**src/rtl/hazard_ctrl_pkg.sv**
```systemverilog
// Shared pipeline-control types: hazard FSM states and register address type.
package cpu_pipe_pkg;

  typedef enum logic [1:0] {
    RUN     = 2'd0,
    LOADUSE = 2'd1,
    MISS    = 2'd2
  } state_e;

  typedef logic [4:0] reg_addr_t;

  localparam reg_addr_t REG_X0 = 5'd0;

endpackage

```
**src/rtl/hazard_ctrl_if.sv**
```systemverilog
// Signal bundle between the pipeline datapath (master) and the hazard controller (slave).
interface hazard_ctrl_if #(
  parameter int CNT_W = 16
);
  import cpu_pipe_pkg::*;

  logic             mem_stall_i;
  logic             IDEX_MemRead_i;
  reg_addr_t        IDEX_RDaddr_i;
  reg_addr_t        IFID_RS1addr_i;
  reg_addr_t        IFID_RS2addr_i;
  logic             branch_taken_i;
  logic             PC_write_o;
  logic             IFID_write_o;
  logic             IFID_flush_o;
  logic             pipe_stall_o;
  logic             bubble_o;
  logic [1:0]       state_o;
  logic [CNT_W-1:0] stall_cnt_o;
  logic [CNT_W-1:0] miss_cnt_o;
  logic             timeout_o;

  modport master (
    output mem_stall_i, IDEX_MemRead_i, IDEX_RDaddr_i, IFID_RS1addr_i,
           IFID_RS2addr_i, branch_taken_i,
    input  PC_write_o, IFID_write_o, IFID_flush_o, pipe_stall_o, bubble_o,
           state_o, stall_cnt_o, miss_cnt_o, timeout_o
  );

  modport slave (
    input  mem_stall_i, IDEX_MemRead_i, IDEX_RDaddr_i, IFID_RS1addr_i,
           IFID_RS2addr_i, branch_taken_i,
    output PC_write_o, IFID_write_o, IFID_flush_o, pipe_stall_o, bubble_o,
           state_o, stall_cnt_o, miss_cnt_o, timeout_o
  );

endinterface

```
**src/rtl/hazard_ctrl_sat_counter.sv**
```systemverilog
// Saturating up-counter with synchronous active-low reset and synchronous clear.
module sat_counter #(
  parameter int W = 8
) (
  input  logic         clk_i,
  input  logic         rst_i,
  input  logic         inc_i,
  input  logic         clr_i,
  output logic [W-1:0] cnt_o
);

  always_ff @(posedge clk_i) begin
    if (!rst_i) begin
      cnt_o <= '0;
    end else if (clr_i) begin
      cnt_o <= '0;
    end else if (inc_i && (cnt_o != '1)) begin
      cnt_o <= cnt_o + 1'b1;
    end
  end

endmodule

```
**src/rtl/hazard_ctrl.sv**
```systemverilog
// Pipeline sequencing controller: load-use bubbles, branch flushes and full
// pipeline hold during data-cache misses, plus debug counters and miss timeout.
module hazard_ctrl
  import cpu_pipe_pkg::*;
#(
  parameter int CNT_W   = 16,
  parameter int TIMEOUT = 1024
) (
  input logic          clk_i,
  input logic          rst_i,
  hazard_ctrl_if.slave bus
);

  localparam logic [1:0] S_RUN     = RUN;
  localparam logic [1:0] S_LOADUSE = LOADUSE;
  localparam logic [1:0] S_MISS    = MISS;
  localparam int         WAIT_W    = (TIMEOUT > 0) ? $clog2(TIMEOUT + 1) : 1;

  logic [1:0]        state_q;
  logic [1:0]        state_d;
  logic              lu;
  logic              pc_write;
  logic              ifid_write;
  logic              ifid_flush;
  logic              pipe_stall;
  logic              bubble;
  logic              miss_entry;
  logic              wait_inc;
  logic              timeout_q;
  logic [CNT_W-1:0]  stall_cnt;
  logic [CNT_W-1:0]  miss_cnt;
  logic [WAIT_W-1:0] wait_cnt;

  assign lu = bus.IDEX_MemRead_i && (bus.IDEX_RDaddr_i != REG_X0) &&
              ((bus.IDEX_RDaddr_i == bus.IFID_RS1addr_i) ||
               (bus.IDEX_RDaddr_i == bus.IFID_RS2addr_i));

  // Reset forces a NOP-filling pattern; otherwise miss beats load-use beats branch.
  always_comb begin
    pc_write   = 1'b1;
    ifid_write = 1'b1;
    ifid_flush = 1'b0;
    pipe_stall = 1'b0;
    bubble     = 1'b0;
    miss_entry = 1'b0;
    state_d    = state_q;
    if (!rst_i) begin
      pc_write   = 1'b0;
      ifid_write = 1'b0;
      ifid_flush = 1'b1;
      bubble     = 1'b1;
      state_d    = S_RUN;
    end else if (bus.mem_stall_i) begin
      pc_write   = 1'b0;
      ifid_write = 1'b0;
      pipe_stall = 1'b1;
      miss_entry = (state_q != S_MISS);
      state_d    = S_MISS;
    end else begin
      case (state_q)
        S_LOADUSE: begin
          ifid_flush = bus.branch_taken_i;
          state_d    = S_RUN;
        end
        default: begin
          if (lu) begin
            pc_write   = 1'b0;
            ifid_write = 1'b0;
            bubble     = 1'b1;
            state_d    = S_LOADUSE;
          end else begin
            ifid_flush = bus.branch_taken_i;
            state_d    = S_RUN;
          end
        end
      endcase
    end
  end

  always_ff @(posedge clk_i) begin
    if (!rst_i) begin
      state_q <= S_RUN;
    end else begin
      state_q <= state_d;
    end
  end

  // Wait counter only advances on MISS cycles where the cache is still busy.
  assign wait_inc = rst_i && (state_q == S_MISS) && bus.mem_stall_i;

  sat_counter #(.W(CNT_W)) u_stall_cnt (
    .clk_i (clk_i),
    .rst_i (rst_i),
    .inc_i (pipe_stall | bubble),
    .clr_i (1'b0),
    .cnt_o (stall_cnt)
  );

  sat_counter #(.W(CNT_W)) u_miss_cnt (
    .clk_i (clk_i),
    .rst_i (rst_i),
    .inc_i (miss_entry),
    .clr_i (1'b0),
    .cnt_o (miss_cnt)
  );

  sat_counter #(.W(WAIT_W)) u_wait_cnt (
    .clk_i (clk_i),
    .rst_i (rst_i),
    .inc_i (wait_inc),
    .clr_i (!wait_inc),
    .cnt_o (wait_cnt)
  );

  always_ff @(posedge clk_i) begin
    if (!rst_i) begin
      timeout_q <= 1'b0;
    end else if ((TIMEOUT != 0) && (wait_cnt == WAIT_W'(TIMEOUT))) begin
      timeout_q <= 1'b1;
    end
  end

  assign bus.PC_write_o   = pc_write;
  assign bus.IFID_write_o = ifid_write;
  assign bus.IFID_flush_o = ifid_flush;
  assign bus.pipe_stall_o = pipe_stall;
  assign bus.bubble_o     = bubble;
  assign bus.state_o      = state_q;
  assign bus.stall_cnt_o  = stall_cnt;
  assign bus.miss_cnt_o   = miss_cnt;
  assign bus.timeout_o    = timeout_q;

endmodule

```
**src/flat_wrapper.sv**
```systemverilog
// flat-port wrapper written by rule: the top's interface ports become plain ports
module hazard_ctrl_flat import cpu_pipe_pkg::*;
#(
  parameter int CNT_W   = 16,
  parameter int TIMEOUT = 1024
)
  (clk_i, rst_i, bus_mem_stall_i, bus_IDEX_MemRead_i, bus_IDEX_RDaddr_i, bus_IFID_RS1addr_i, bus_IFID_RS2addr_i, bus_branch_taken_i, bus_PC_write_o, bus_IFID_write_o, bus_IFID_flush_o, bus_pipe_stall_o, bus_bubble_o, bus_state_o, bus_stall_cnt_o, bus_miss_cnt_o, bus_timeout_o);
  hazard_ctrl_if #(.CNT_W(CNT_W)) bus_i ();
  input logic clk_i;
  input logic rst_i;
  input wire logic [$bits(bus_i.mem_stall_i)-1:0] bus_mem_stall_i;
  input wire logic [$bits(bus_i.IDEX_MemRead_i)-1:0] bus_IDEX_MemRead_i;
  input wire logic [$bits(bus_i.IDEX_RDaddr_i)-1:0] bus_IDEX_RDaddr_i;
  input wire logic [$bits(bus_i.IFID_RS1addr_i)-1:0] bus_IFID_RS1addr_i;
  input wire logic [$bits(bus_i.IFID_RS2addr_i)-1:0] bus_IFID_RS2addr_i;
  input wire logic [$bits(bus_i.branch_taken_i)-1:0] bus_branch_taken_i;
  output wire logic [$bits(bus_i.PC_write_o)-1:0] bus_PC_write_o;
  output wire logic [$bits(bus_i.IFID_write_o)-1:0] bus_IFID_write_o;
  output wire logic [$bits(bus_i.IFID_flush_o)-1:0] bus_IFID_flush_o;
  output wire logic [$bits(bus_i.pipe_stall_o)-1:0] bus_pipe_stall_o;
  output wire logic [$bits(bus_i.bubble_o)-1:0] bus_bubble_o;
  output wire logic [$bits(bus_i.state_o)-1:0] bus_state_o;
  output wire logic [$bits(bus_i.stall_cnt_o)-1:0] bus_stall_cnt_o;
  output wire logic [$bits(bus_i.miss_cnt_o)-1:0] bus_miss_cnt_o;
  output wire logic [$bits(bus_i.timeout_o)-1:0] bus_timeout_o;
  assign bus_i.mem_stall_i = bus_mem_stall_i;
  assign bus_i.IDEX_MemRead_i = bus_IDEX_MemRead_i;
  assign bus_i.IDEX_RDaddr_i = bus_IDEX_RDaddr_i;
  assign bus_i.IFID_RS1addr_i = bus_IFID_RS1addr_i;
  assign bus_i.IFID_RS2addr_i = bus_IFID_RS2addr_i;
  assign bus_i.branch_taken_i = bus_branch_taken_i;
  assign bus_PC_write_o = bus_i.PC_write_o;
  assign bus_IFID_write_o = bus_i.IFID_write_o;
  assign bus_IFID_flush_o = bus_i.IFID_flush_o;
  assign bus_pipe_stall_o = bus_i.pipe_stall_o;
  assign bus_bubble_o = bus_i.bubble_o;
  assign bus_state_o = bus_i.state_o;
  assign bus_stall_cnt_o = bus_i.stall_cnt_o;
  assign bus_miss_cnt_o = bus_i.miss_cnt_o;
  assign bus_timeout_o = bus_i.timeout_o;
  hazard_ctrl #(.CNT_W(CNT_W), .TIMEOUT(TIMEOUT)) u_core (.clk_i(clk_i), .rst_i(rst_i), .bus(bus_i));
endmodule
```
**config.mk**
```make
export PLATFORM = sky130hd
export DESIGN_NAME = hazard_ctrl_flat
export DESIGN_NICKNAME = d
export VERILOG_FILES = /design/src/rtl/hazard_ctrl_pkg.sv /design/src/rtl/hazard_ctrl_if.sv /design/src/rtl/hazard_ctrl_sat_counter.sv /design/src/rtl/hazard_ctrl.sv /design/src/flat_wrapper.sv
export SDC_FILE = /design/constraint.sdc
export NUM_CORES = 1
export LEC_CHECK = 0
export ABC_AREA = 1
export CAP_MARGIN = 10
export CORE_MARGIN = 5
export CORE_UTILIZATION = 55
export CTS_CLUSTER_DIAMETER = 100
export DETAILED_ROUTE_END_ITERATION = 10
export PLACE_DENSITY = 0.84
export SYNTH_ARGS = -nofsm -noshare
export SYNTH_HDL_FRONTEND = slang
export SYNTH_SLANG_ARGS = --single-unit
```
**constraint.sdc**
```tcl
create_clock -name clk_i -period 4.08 [get_ports clk_i]
set_input_delay 0.612 -clock clk_i [delete_from_list [all_inputs] [get_ports clk_i]]
set_output_delay 0.612 -clock clk_i [all_outputs]
set_load 0.03 [all_outputs]
```
==> results of run 1 <==
critical path, stage by stage:
cell and delay, ns:
clkdlybuf4s50_1 0.54, inv_2 0.05, nand2_1 0.05, nand2_1 0.06, nor2_1 0.10, nand3_1 0.07, nand2_1 0.07, nand2_1 0.09
inv_1 0.07, nand2_1 0.06, nand2_1 0.06, clkdlybuf4s50_1 0.68
layer usage:
layer | up-vias | part of all wire | global-route usage
met2 | 86 | 0.46 | 0.360
met5 | - | 0 | 0
met3 | 5 | 0.060 | 0.0437
met4 | 0 | 0.0083 | 0.0591
met1 | 1213 | 0.47 | 0.272
li1 | 1406 | - | -
sequential cells by signal, indices dropped and copies added, names as in the netlist:
signal and count:
u_core.bus.state_o 2, u_core.bus.timeout_o 1, u_core.u_miss_cnt.cnt_o 16, u_core.u_stall_cnt.cnt_o 16
u_core.u_wait_cnt.cnt_o 11
final cells by class:
| type | instances | area (um^2) | share of cell area |
|---|---|---|---|
| well taps | 67 | 83.8 | 0.0245 |
| clock buffers | 7 | 76.3 | 0.0223 |
| multi-input cells | 292 | 1530 | 0.449 |
| repair buffers | 60 | 598 | 0.175 |
| inverters | 55 | 206 | 0.0604 |
| flip-flops and latches | 46 | 921 | 0.269 |
where the power goes:
part | total [mW] | internal (mW) | switching, mW
Sequential | 0.460 | 0.454 | 0.00621
Clock | 0.259 | 0.118 | 0.141
Combinational | 0.110 | 0.0469 | 0.0632
Total | 0.829 | 0.619 | 0.210
stage by stage:
| step | power (mW) | hold slack [ns] |
|---|---|---|
| after floorplan | 0.533 | 0.448 |
| after global placement | 0.579 | 0.452 |
| after detailed placement | 0.581 | 0.471 |
| after CTS | 0.839 | 0.485 |
| after global routing | 0.872 | 0.522 |
| final | 0.829 | 0.483 |
worst min path at each step:
stage	from	endpoint
after global placement	u_core.bus.timeout_o	u_core.bus.timeout_o
after global routing	u_core.u_miss_cnt.cnt_o[0]	u_core.u_miss_cnt.cnt_o[0]
final	u_core.bus.timeout_o	u_core.bus.timeout_o
after detailed placement	u_core.bus.timeout_o	u_core.bus.timeout_o
after floorplan	u_core.u_wait_cnt.cnt_o[4]	u_core.u_wait_cnt.cnt_o[4]
after CTS	u_core.u_wait_cnt.cnt_o[4]	u_core.u_wait_cnt.cnt_o[4]
layout by cell type, fill, tap and decap left out, drive strengths merged:
master | synthesis | layout
a21oi | 34 | 34
and3 | 1 | 1
buf | 5 | 1
clkbuf | 2 | 7
clkdlybuf4s50 | 0 | 59
dfxtp | 46 | 46
ha | 4 | 4
inv | 55 | 55
nand2 | 96 | 96
nand3 | 37 | 37
nand3b | 1 | 1
nand4 | 12 | 12
nor2 | 52 | 52
nor3 | 13 | 13
nor3b | 2 | 2
nor4 | 2 | 2
o211ai | 1 | 1
o21a | 1 | 1
o21ai | 13 | 13
xnor2 | 11 | 11
xor2 | 12 | 12
logic make-up after synthesis:
family,count (synthesis)
compound gates,49
xor+xnor,23
fa+ha+maj,4
buf+inv,62
flops,46
simple gates,216
==> impl_metrics.csv, run 1 <==
group,metric,value,unit
status,status,"complete, no violations",
clock_network,cts_made_buffers,5,
clock_network,ctsResizeCount,0,
clock_network,clock_latency,0.29,ns
sta,relSlewSlack,0.332,
detailed_routing,vias,2710,
critical_path,r2r_cells,10,
synth,synth_top_family_by_area,"simple AND/OR/NAND/NOR gates",
die,fp.dieArea,6420,um^2
grt,grt-ovfl-total,0,
flow_run,cap_violations,0,
grt,grt_first_pass_wirelength,11.1,mm
critical_path,crit_arrival,2.52,ns
synth,synth_async_sr_flop_share,0,
critical_path,reg2reg_slack,2.21,ns
sta,fin_tns_setup,0,ns
die,initial_core_util,0.569,
detailed_routing,vias_per_cell,5.14,
sta,fin_ws,0.948,ns
finish,postLayoutCoreUtil,0.719,
clock_network,htree_levels,2,
clock_network,clock_path_buffers,2,
sta,finalCritPeriodShare,0.768,
synth,ys_seq_elements,46,
synth,synth_common_cells,"nand2_1, nor2_1, dfxtp_1, inv_1, nand3_1",
pwr,power.density,242,nW/um^2
die,die_w,80.1,um
place,place_inst,520,
finish,drive_gt1_frac,0.0913,
critical_path,critPathMaxFanout,4,
synth,synth_fa_ha_area_frac,0.0185,
sta,timing_worst_slew_pin_value,1.00,ns
sta,drv_slew,0,
grt,track_usage,0.212,
synth,netlist.area_leader.share,0.341,
detailed_routing,drc_errors,0,
worst_hold_path,worstHoldPathType,"register to register",
critical_path,worstPathRequired,3.47,ns
worst_hold_path,min_path_cells,2,
clock_network,postCtsSetupBuffers,0,
grt,antenna_found_initial,0,
place,dp_slack,0.932,ns
synth,synth_compound_area_frac,0.108,
critical_path,reg2reg_from,"u_core.u_stall_cnt.cnt_o[0]",
synth,synth_area,2700,um^2
sta,fmax,319,MHz
critical_path,crit_end,"bus_bubble_o",
pwr,leakagePower,1.28,nW
finish,synthToLayoutAreaGrowth,26.5,%
sta,rsz0062_at_grt,"false",
finish,nFillCells,416,
die,core,4750,um^2
sta,hold_viol_final,0,
sta,skew,0.00794,ns
finish,fin_cells,527,
critical_path,r2r_end,"u_core.u_stall_cnt.cnt_o[1]",
detailed_routing,drt_first_pass_iters,4,
detailed_routing,wl_per_cell,12.2,um
synth,syn_area_per_cell,6.76,um^2
place,gp_congestion,0.912,
clock_network,cts.sinks,46,
synth,yosysUniqueCellTypes,35,
detailed_routing,drt_iter0_drc,194,
clock_network,clkTransAtPathRegs,0.08,ns
sta,period_needed,3.13,ns
synth,synth_warnings,0,
synth,synth-simple-area-share,0.366,
place,placed_area,3340,um^2
synth,synth-edff-count,0,
synth,synth.area.top_cells,"dfxtp_1, nand2_1, nor2_1",
grt,first_global_vias,2529,
detailed_routing,drtAntennaViolNets,0,
detailed_routing,wirelength,6.42,mm
synth,yosysSeqAreaShare,0.341,
critical_path,cp-startpoint,"bus_IDEX_RDaddr_i[1]",
sta,finalSetupViolations,0,
synth,ys.flop_type,"dfxtp_1",
clock_network,cts_tree,"built",
place,dp_hpwl,4.83,mm
synth,synth_most_common_cell,"nand2_1",
die,rows,25,
critical_path,worstSetupEndpointType,"output pin",
synth,synthesis.nets,424,
finish,fin_area,3420,um^2
clock_network,holdBufCountCts,0,
grt,grt_max_degree,24,
finish,layout.nets,484,
synth,netlist_instances,400,
die,die_h,80.1,um
pwr,ir_worst_vdd,0.000197,V
die,io_pins,60,
critical_path,crit_path_start_kind,"primary input",
critical_path,path_class,"primary input to output pin",
synth,synthMuxAreaShare,0,
finish,antenna_cells,0,
synth,synth-xor-area-share,0.0745,
clock_network,cts-root-buf,"clkbuf_8",
place,io_buffers,59,
synth,netlist.top_cell.by_area,"dfxtp_1",
Power figures use the tool's default switching activity.
==> inputs of run 2 (changes only) <==
CORE_UTILIZATION = 51   (was 55)
PLACE_DENSITY = 0.79   (was 0.84)
clock period = 3.03 ns   (was 4.08 ns; I/O delays follow)
==> run 2 against run 1 <==
Hold slack better by 0.00056 ns; critical path depth did not move; combinational power up 37%; cell area increased by 1.4%; routed wire length rose by 3.4%; sequential power rose by 35%; utilization is 4.5 points lower; critical endpoint unchanged.
==> impl_metrics.csv, run 2 (synthesized netlist as in run 1, its figures left out) <==
group,metric,value,unit
critical_path,r2r_end,"u_core.u_stall_cnt.cnt_o[9]",
sta,drv_slew,0,
critical_path,worstPathCellList,"clkdlybuf4s50_1 > inv_2 > nand2_1 > nand2_1 > nor2_1 > nand3_1 > nand2_1 > nand2_1 > inv_1 > nand2_1 > nand2_1 > clkdlybuf4s50_1",
sta,relSlewSlack,0.548,
critical_path,critPathBufInv,4,
finish,fin_cells,533,
finish,antenna_cells,0,
detailed_routing,drtAntennaViolNets,0,
clock_network,htree_levels,2,
clock_network,cts-root-buf,"clkbuf_8",
critical_path,r2r_cells,9,
finish,fin_area,3470,um^2
sta,fin_tns_setup,0,ns
place,io_buffers,59,
critical_path,reg2reg_from,"u_core.u_stall_cnt.cnt_o[0]",
detailed_routing,drt_first_pass_iters,4,
sta,fmax,359,MHz
finish,synthToLayoutAreaGrowth,28.2,%
sta,fin_ws,0.245,ns
finish,layout_common_cells,"nand2_1, clkdlybuf4s50_1, nor2_1",
sta,finalCritPeriodShare,0.919,
critical_path,worstPathRequired,2.58,ns
finish,reg_top3,"u_core.u_miss_cnt.cnt_o x16, u_core.u_stall_cnt.cnt_o x16, u_core.u_wait_cnt.cnt_o x11",
pwr,power,1.22,mW
detailed_routing,wl_per_cell,12.4,um
place,gp_congestion,0.903,
critical_path,crit_top_cell,"nand2_1",
sta,skew,0.00413,ns
finish,multi_input_area,1530,um^2
sta,timing_worst_slew_pin_value,0.677,ns
grt,first_global_vias,2563,
flow_run,cap_violations,0,
worst_hold_path,min_delay_worst_endpoint,"u_core.u_wait_cnt.cnt_o[4]",
grt,antenna_found_initial,0,
clock_network,cts_tree,"built",
place,place_inst,525,
die,die_h,82.8,um
die,io_pins,60,
place,dp_slack,0.249,ns
critical_path,crit_arrival,2.33,ns
critical_path,cp_slowest_cell,"clkdlybuf4s50_1",
die,fp.dieArea,6860,um^2
worst_hold_path,worstHoldPathType,"register to register",
die,initial_core_util,0.526,
critical_path,critPathMaxFanout,3,
die,rows,26,
place,dp_hpwl,4.94,mm
grt,grt_max_degree,18,
detailed_routing,drc_errors,0,
clock_network,ctsResizeCount,0,
detailed_routing,vias_per_cell,5.05,
critical_path,critPathTopFamily,"buffers and inverters",
clock_network,cts_made_buffers,5,
detailed_routing,drt_iter0_drc,177,
clock_network,clock_path_buffers,2,
clock_network,cts.sinks,46,
finish,seqCellArea,921,um^2
worst_hold_path,min_path_cells,2,
place,placed_area,3360,um^2
sta,hold_viol_final,0,
sta,period_needed,2.78,ns
finish,drive_gt1_frac,0.104,
finish,layout.nets,486,
sta,finalSetupViolations,0,
sta,hold_ws,0.484,ns
critical_path,worstSetupEndpointType,"output pin",
detailed_routing,wirelength,6.63,mm
sta,rsz0062_at_grt,"false",
finish,nFillCells,467,
pwr,ir_worst_vdd,0.000349,V
critical_path,path_class,"primary input to output pin",
die,die_w,82.8,um
clock_network,clock_latency,0.29,ns
grt,track_usage,0.197,
pwr,leakagePower,1.30,nW
clock_network,postCtsSetupBuffers,0,
pwr,power.density,353,nW/um^2
critical_path,cpPeakStageDelay,0.66,ns
worst_hold_path,hp-start,"u_core.u_wait_cnt.cnt_o[4]",
status,status,"complete, no violations",
critical_path,crit_path_start_kind,"primary input",
die,core,5140,um^2
finish,postLayoutCoreUtil,0.675,
clock_network,holdBufCountCts,0,
detailed_routing,vias,2691,
clock_network,clkTransAtPathRegs,0.09,ns
critical_path,reg2reg_slack,1.12,ns
finish,final_common_cell,"nand2_1",
grt,grt_first_pass_wirelength,11.6,mm
grt,grt-ovfl-total,0,
==> run 2: cell count changes in the layout (fill, tap and decap cells not counted), sizes merged <==
cell and delta:
clkinvlp +1, buf +4, clkdlybuf4s50 -2, bufinv +1, clkbuf -1
==> run 2: worst max-delay path by stage <==
stage,from,to,slack (ns),cells after the start
finish,bus_IDEX_RDaddr_i[4],bus_bubble_o,0.25,12
global route,bus_IDEX_RDaddr_i[0],bus_bubble_o,0.03,12
CTS,bus_IDEX_RDaddr_i[2],bus_bubble_o,0.24,12
detailed placement,bus_IDEX_RDaddr_i[2],bus_bubble_o,0.25,12
global placement,bus_IDEX_RDaddr_i[1],bus_bubble_o,0.29,12
floorplan,u_core.bus.state_o[0],bus_PC_write_o,0.91,8
==> run 2: layout make-up <==
class | instances | share of cell area
Timing Repair Buffer | 62 | 0.175
Tap cell | 70 | 0.0253
Sequential cell | 46 | 0.266
Clock buffer | 6 | 0.0209
Clock inverter | 2 | 0.0108
Multi-Input combinational cell | 292 | 0.442
Inverter | 55 | 0.0595
==> run 2: worst register-to-register path, cell delays in order, from the launching register on <==
cell and delay [ns]:
dfxtp_1 0.41, ha_1 0.25, nand2_1 0.10, nor2_2 0.21, nand2_2 0.10, nor2_4 0.10, nand3_4 0.20, nand2_4 0.25
nand2_1 0.09, a21oi_2 0.13
==> run 2: per-layer routing <==
metal,routed length [um],vias to the layer above,global-route usage
met4,80,0,0.0565
met1,3120,1198,0.256
met5,0,-,0
met2,3080,75,0.329
met3,345,11,0.0396
li1,-,1407,-
==> run 2: power breakdown <==
part           internal (mW)  switching (mW)  leakage, nW
Combinational         0.0645          0.0866        0.878
Sequential             0.611         0.00778        0.372
Clock                  0.246           0.208       0.0514
==> inputs of run 3 (changes only) <==
HOLD_SLACK_MARGIN = 0.05   (was default)
==> results of run 3 <==
No change in the layout: final DEF, timing and power equal those of run 2.
